### config.mk
export PLATFORM = sky130hd
export DESIGN_NAME = regfile_wr_arbiter
export DESIGN_NICKNAME = d
export VERILOG_FILES = /design/src/rtl/regfile_wr_arbiter.sv
export SDC_FILE = /design/constraint.sdc
export NUM_CORES = 1
export LEC_CHECK = 0
export ABC_AREA = 1
export CAP_MARGIN = 20
export CORE_ASPECT_RATIO = 2
export CORE_MARGIN = 10
export CORE_UTILIZATION = 36
export DETAILED_ROUTE_END_ITERATION = 8
export PLACE_DENSITY = 0.78
export REMOVE_ABC_BUFFERS = 1
export SLEW_MARGIN = 20
export SYNTH_ARGS = -nofsm -noshare
export SYNTH_HDL_FRONTEND = slang
export SYNTH_SLANG_ARGS = --single-unit
### constraint.sdc
create_clock -name clk -period 2.1 [get_ports clk]
set_input_delay 0.315 -clock clk [delete_from_list [all_inputs] [get_ports clk]]
set_output_delay 0.315 -clock clk [all_outputs]
set_load 0.01 [all_outputs]
### src/rtl/regfile_wr_arbiter.sv
// ============================================================================
//  Module      : regfile_wr_arbiter
//  Description : Round-robin arbiter sharing one regfile write port among
//                NREQ valid/ready requesters. Also owns regfile
//                initialisation: a full clear sweep after reset and on
//                i_init_start.
//  Revision    : 1.0  initial release
// ============================================================================
`default_nettype none

module regfile_wr_arbiter #(
    parameter  int NREQ   = 4,
    parameter  int N      = 32,
    parameter  int DWIDTH = 32,
    localparam int AWIDTH = $clog2(N),
    localparam int IDW    = $clog2(NREQ)
) (
    input  logic                     clk,
    input  logic                     rst_n,
    input  logic                     i_init_start,
    output logic                     o_init_busy,
    input  logic [NREQ-1:0]          i_req_valid,
    output logic [NREQ-1:0]          o_req_ready,
    input  logic [NREQ*AWIDTH-1:0]   i_req_addr,
    input  logic [NREQ*DWIDTH-1:0]   i_req_data,
    output logic                     o_wr_en,
    output logic [AWIDTH-1:0]        o_wr_addr,
    output logic [DWIDTH-1:0]        o_wr_data,
    output logic [IDW-1:0]           o_grant_id,
    output logic                     o_err_oob
);

    typedef enum logic [0:0] {
        ST_INIT = 1'b0,
        ST_RUN  = 1'b1
    } state_t;

    state_t              r_state;
    state_t              w_state_nxt;
    logic [AWIDTH-1:0]   r_clr_cnt;
    logic [IDW-1:0]      r_rr_ptr;

    logic                w_found;
    logic [IDW-1:0]      w_gnt;
    logic [IDW-1:0]      w_idx;
    logic [IDW-1:0]      w_rr_nxt;
    logic                w_accept;
    logic                w_clr_last;
    logic                w_oob;
    logic [AWIDTH-1:0]   w_gnt_addr;
    logic [DWIDTH-1:0]   w_gnt_data;

    // Round-robin search: first valid requester starting at the pointer
    always_comb begin
        w_found = 1'b0;
        w_gnt   = '0;
        w_idx   = '0;
        for (int i = 0; i < NREQ; i++) begin
            w_idx = IDW'((int'(r_rr_ptr) + i) % NREQ);
            if (!w_found && i_req_valid[w_idx]) begin
                w_found = 1'b1;
                w_gnt   = w_idx;
            end
        end
    end

    assign w_gnt_addr = i_req_addr[int'(w_gnt)*AWIDTH +: AWIDTH];
    assign w_gnt_data = i_req_data[int'(w_gnt)*DWIDTH +: DWIDTH];
    assign w_rr_nxt   = (w_gnt == IDW'(NREQ-1)) ? '0 : w_gnt + 1'b1;
    assign w_clr_last = (r_clr_cnt == AWIDTH'(N-1));

    // Out-of-range addresses only exist when N is not a power of two
    generate
        if (N < (1 << AWIDTH)) begin : g_oob_chk
            assign w_oob = (w_gnt_addr >= AWIDTH'(N));
        end else begin : g_oob_none
            assign w_oob = 1'b0;
        end
    endgenerate

    // State register
    always_ff @(posedge clk or negedge rst_n) begin
        if (!rst_n) begin
            r_state <= ST_INIT;
        end else begin
            r_state <= w_state_nxt;
        end
    end

    // Next state, grant and busy flag; init request beats any write request
    always_comb begin
        w_state_nxt = r_state;
        o_init_busy = 1'b0;
        o_req_ready = '0;
        w_accept    = 1'b0;
        case (r_state)
            ST_INIT: begin
                o_init_busy = 1'b1;
                if (w_clr_last) begin
                    w_state_nxt = ST_RUN;
                end
            end
            ST_RUN: begin
                if (i_init_start) begin
                    w_state_nxt = ST_INIT;
                end else if (w_found) begin
                    o_req_ready[w_gnt] = 1'b1;
                    w_accept           = 1'b1;
                end
            end
            default: begin
                w_state_nxt = ST_INIT;
            end
        endcase
    end

    // Registered write port, clear counter and round-robin pointer
    always_ff @(posedge clk or negedge rst_n) begin
        if (!rst_n) begin
            r_clr_cnt  <= '0;
            r_rr_ptr   <= '0;
            o_wr_en    <= 1'b0;
            o_wr_addr  <= '0;
            o_wr_data  <= '0;
            o_grant_id <= '0;
            o_err_oob  <= 1'b0;
        end else begin
            o_err_oob <= 1'b0;
            if (r_state == ST_INIT) begin
                o_wr_en   <= 1'b1;
                o_wr_addr <= r_clr_cnt;
                o_wr_data <= '0;
                r_clr_cnt <= w_clr_last ? '0 : r_clr_cnt + 1'b1;
            end else if (w_accept) begin
                r_rr_ptr   <= w_rr_nxt;
                o_grant_id <= w_gnt;
                if (w_oob) begin
                    // Consumed but dropped: flag it, leave the port idle
                    o_wr_en   <= 1'b0;
                    o_err_oob <= 1'b1;
                end else begin
                    o_wr_en   <= 1'b1;
                    o_wr_addr <= w_gnt_addr;
                    o_wr_data <= w_gnt_data;
                end
            end else begin
                o_wr_en <= 1'b0;
            end
        end
    end

endmodule

`default_nettype wire

==> results.txt <==
----------------------------------------------------
[Critical path]
  Depth of the most critical reg-to-reg path ... 13
  Category of the most critical setup path ... reg -> out
  Critical path buffers and inverters ... 3
  Slowest Stage Delay on Critical Path ... 460 ps
  Beginning of the critical path ... r_rr_ptr[0]
  Crit path max-delay family ... simple AND/OR/NAND/NOR gates
  Critical path data required time ... 1780 ps
  Beginning of the worst register-to-register path ... r_rr_ptr[0]
  Instance count on the critical path ... 12
  Crit end category ... primary output
  CP dominant cell by count ... sky130_fd_sc_hd__nand2_1
  Startpoint class of the critical path ... flop
  Worst Path Arrival ... 2010 ps
  Slowest stage cell, crit path ... sky130_fd_sc_hd__dfrtp_2
  Cell breakdown of the critical path ... inv_6 > nand2_1 > nand2_1 > nand2_1 > nand2_2 > nor2_4 > nand3_2 > nand3_4 > ha_4 > inv_2 > nor2_1 > buf_2
  Peak fanout along the critical path ... 9

[GRT]
  Met3 Usage GRT ... 3.601%
  Met1 capacity usage during global routing ... between 10% and 20%
  Wire length of the first global-routing pass ... between 20000 and 25000 um
  Total overflow reported by the global router ... 0
  Number of antenna violations at the first check in global routing ... 0
  GR Util met2 ... 37.78%
  Layer carrying the most global-route usage ... met2
  Tot GR Track Use ... 19.99%
  Number of global-route vias before repair ... 4880
  Maximum number of pins on one net before global-route repair ... 75

[Job]
  MaxCap Viol Count ... 0

[Timing]
  Post-layout min period ... approximately 2300 ps
  Worst hold margin ... 9.871 ps
  Ratio of final minimum period to clock period ... 110.5%
  RSZ-0062 raised after global routing ... yes
  Slew Limit Headroom ... about 64%
  Setup slack of the critical path after layout ... -220.1 ps
  Count of endpoints failing setup in the final report ... 16
  Clock Skews ... 4.430 ps
  Final Hold Fails ... 0
  Transition time at the pin with the least slew margin ... 534.9 ps
  Count of final max-slew check failures ... 0
  Upper clock frequency limit ... between 0.4 and 0.5 GHz

[Layout]
  Post-layout utilization of the core ... 61.93%
  Area growth from synthesis to final layout ... 68.96%
  Share of layout cells above drive strength 1 ... 10.86%
  ANT cells ... 0
  Leading cell types in the layout, fill and taps excluded ... sky130_fd_sc_hd__clkdlybuf4s50_1, sky130_fd_sc_hd__nand2_1, sky130_fd_sc_hd__nand3_1
  Total Nets Final ... between 900 and 1000
  Commonest non-fill, non-tap cell in the layout ... sky130_fd_sc_hd__clkdlybuf4s50_1
  Filler cell count in the final layout ... 918

[Yosys]
  Per-instance average area after synthesis ... between 6 and 7 sq um
  Fraction of registers with async set/reset ... 100.0%
  Post-Synthesis Cell Area ... 3672 sq um
  Most frequently used flop master after synthesis ... sky130_fd_sc_hd__dfrtp_1
  Cell variety after synth ... 27
  Register area share after synthesis ... 32.71%
  Number of enable-type register cells in the synthesized netlist ... 0
  Syn Inst Count ... 573
  Count of state elements after synthesis ... 48
  Warnings from Yosys ... 0

[Die]
  Core ar. ... 10020 sq um
  Vert. Die Dim ... 162.8 um
  I/O pins ... 201
  Total Die Area ... 14890 sq um
  Starting utilization of the core area ... 36.65%
  Num rows ... 52
  Die extent in x ... 91.42 um

[Clock tree]
  Clock latency of the later-clocked register in the worst-skew pair ... 280 ps
  Maximum buffer depth of the clock tree ... 2
  H-tree level count ... 2
  CTS tree ... yes
  Total number of clock tree sinks ... 48
  Total of hold buffers inserted after clock tree synthesis ... 0
  Post-CTS clock slew at the launch and capture registers of the worst setup and hold paths ... approximately 60 ps
  Clock tree root buffer cell ... sky130_fd_sc_hd__clkbuf_16
  TritonCTS buffer count ... 5

[Routing]
  Routed vias/inst ... 5.357
  ANT nets after route ... 0
  DRT Wirelength ... between 15000 and 20000 um
  First-pass iteration count of the detailed router ... 6
  Vias after detailed routing ... between 4000 and 5000
  DRC violations left ... 0
  Detail-routed net length per standard cell ... 18.23 um
  Iter 0 DRT Violations ... approximately 270

[Pwr]
  Power density of the placed cells ... 1439 nW/um^2
  Worst vdd rail ir drop ... 1.225 mV
  Leakage power ... 2.937 nW

[Outcome]
  Status ... finished with violations
  Violated checks ... setup timing

[Placement]
  Count of input and output buffers ... approximately 200
  Dpl hpwl ... 11460 um
  Placer Congestion ... around 0.95

[Min path]
  Min-delay worst type ... in -> async

----------------------------------------------------
## stage by stage
step           worst slack [ps]  TNS, ps  power [W]  instance area (sq um)  cells
2_1_floorplan             -2145   -80170   0.004878                   3401    523
3_3_place_gp             -512.7   -13650   0.006951                   5754    879
3_5_place_dp             -623.6   -18490   0.007157                   5754    879
4_1_cts                  -178.2    -3285   0.008457                   6045    894
5_1_grt                  -355.1    -7081   0.009644                   6205    899
6_report                 -220.1   -904.4   0.008930                   6205    899
## layout make-up
cell class / instances / area, sq um / area share [%]
Tap cell: 135 / 168.9 / 2.722
Sequential cell: 48 / 1202 / 19.38
Multi-Input combinational cell: 427 / 2125 / 34.24
Inverter: 48 / 190.2 / 3.065
Timing Repair Buffer: 233 / 2372 / 38.23
Clock buffer: 8 / 146.4 / 2.359
## final timing paths
path                                        to  slack, ps
worst max-delay path            o_req_ready[3]       -220
worst max register to register   o_wr_data[16]        -60
max in group asynchronous          r_rr_ptr[0]       1560
min in group clk                 o_wr_data[29]        480
worst min register to register   o_wr_data[29]        480
worst min-delay path              o_wr_data[8]         10
## power by group
group          leakage, nW  internal, W  switching [W]  total (W)
Sequential           0.633      0.00114       0.000149    0.00129
Combinational         2.23      0.00269        0.00415    0.00684
Clock               0.0712     0.000475       0.000322   0.000798
Total                 2.94      0.00431        0.00462    0.00893
## routing by layer
| layer | vias to the layer above | routed length (um) |
|---|---|---|
| met5 | - | 0 |
| met4 | 0 | 890 |
| met2 | 201 | 8943 |
| met1 | 2258 | 5684 |
| li1 | 2302 | - |
| met3 | 55 | 869 |
## synth_stat cells, types with 2 or more instances
cell,instances,area (sq um)
sky130_fd_sc_hd__buf_1,3,11.26
sky130_fd_sc_hd__buf_2,34,170.2
sky130_fd_sc_hd__buf_4,5,37.54
sky130_fd_sc_hd__buf_6,3,33.78
sky130_fd_sc_hd__clkbuf_1,5,18.77
sky130_fd_sc_hd__dfrtp_1,48,1201
sky130_fd_sc_hd__ha_1,3,37.54
sky130_fd_sc_hd__inv_1,42,157.7
sky130_fd_sc_hd__inv_2,4,15.01
sky130_fd_sc_hd__nand2_1,204,765.7
sky130_fd_sc_hd__nand3_1,114,570.6
sky130_fd_sc_hd__nand3_2,3,30.03
sky130_fd_sc_hd__nand4_1,74,462.9
sky130_fd_sc_hd__nor2_1,8,30.03
sky130_fd_sc_hd__nor3_1,5,25.02
sky130_fd_sc_hd__o21ai_0,6,30.03
sky130_fd_sc_hd__o21ai_1,2,10.01
## cells by family after synthesis
group           count (synthesis)  share of synthesized area (%)
other cells                     1                         0.1021
compound gates                 12                          1.840
flops                          48                          32.71
fa+ha+maj                       3                          1.022
xor+xnor                        1                         0.2385
simple gates                  410                          51.65
buf+inv                        98                          12.44
## repair_timing
| action | in CTS | in global routing |
|---|---|---|
| resized for setup | 50 | 23 |
| pin swaps | 10 | 6 |
| gates cloned | 0 | 2 |
| setup buffers | 7 | 3 |
| endpoints found under the hold margin | 0 | 0 |
| endpoints found under the setup margin | 44 | 45 |
## state kept, by name, summed over array words and instances, names as in the netlist
name        cells
o_wr_addr       5
o_wr_en         1
r_rr_ptr        2
o_grant_id      2
r_state         1
r_clr_cnt       5
o_wr_data      32
Power figures use the tool's default switching activity.
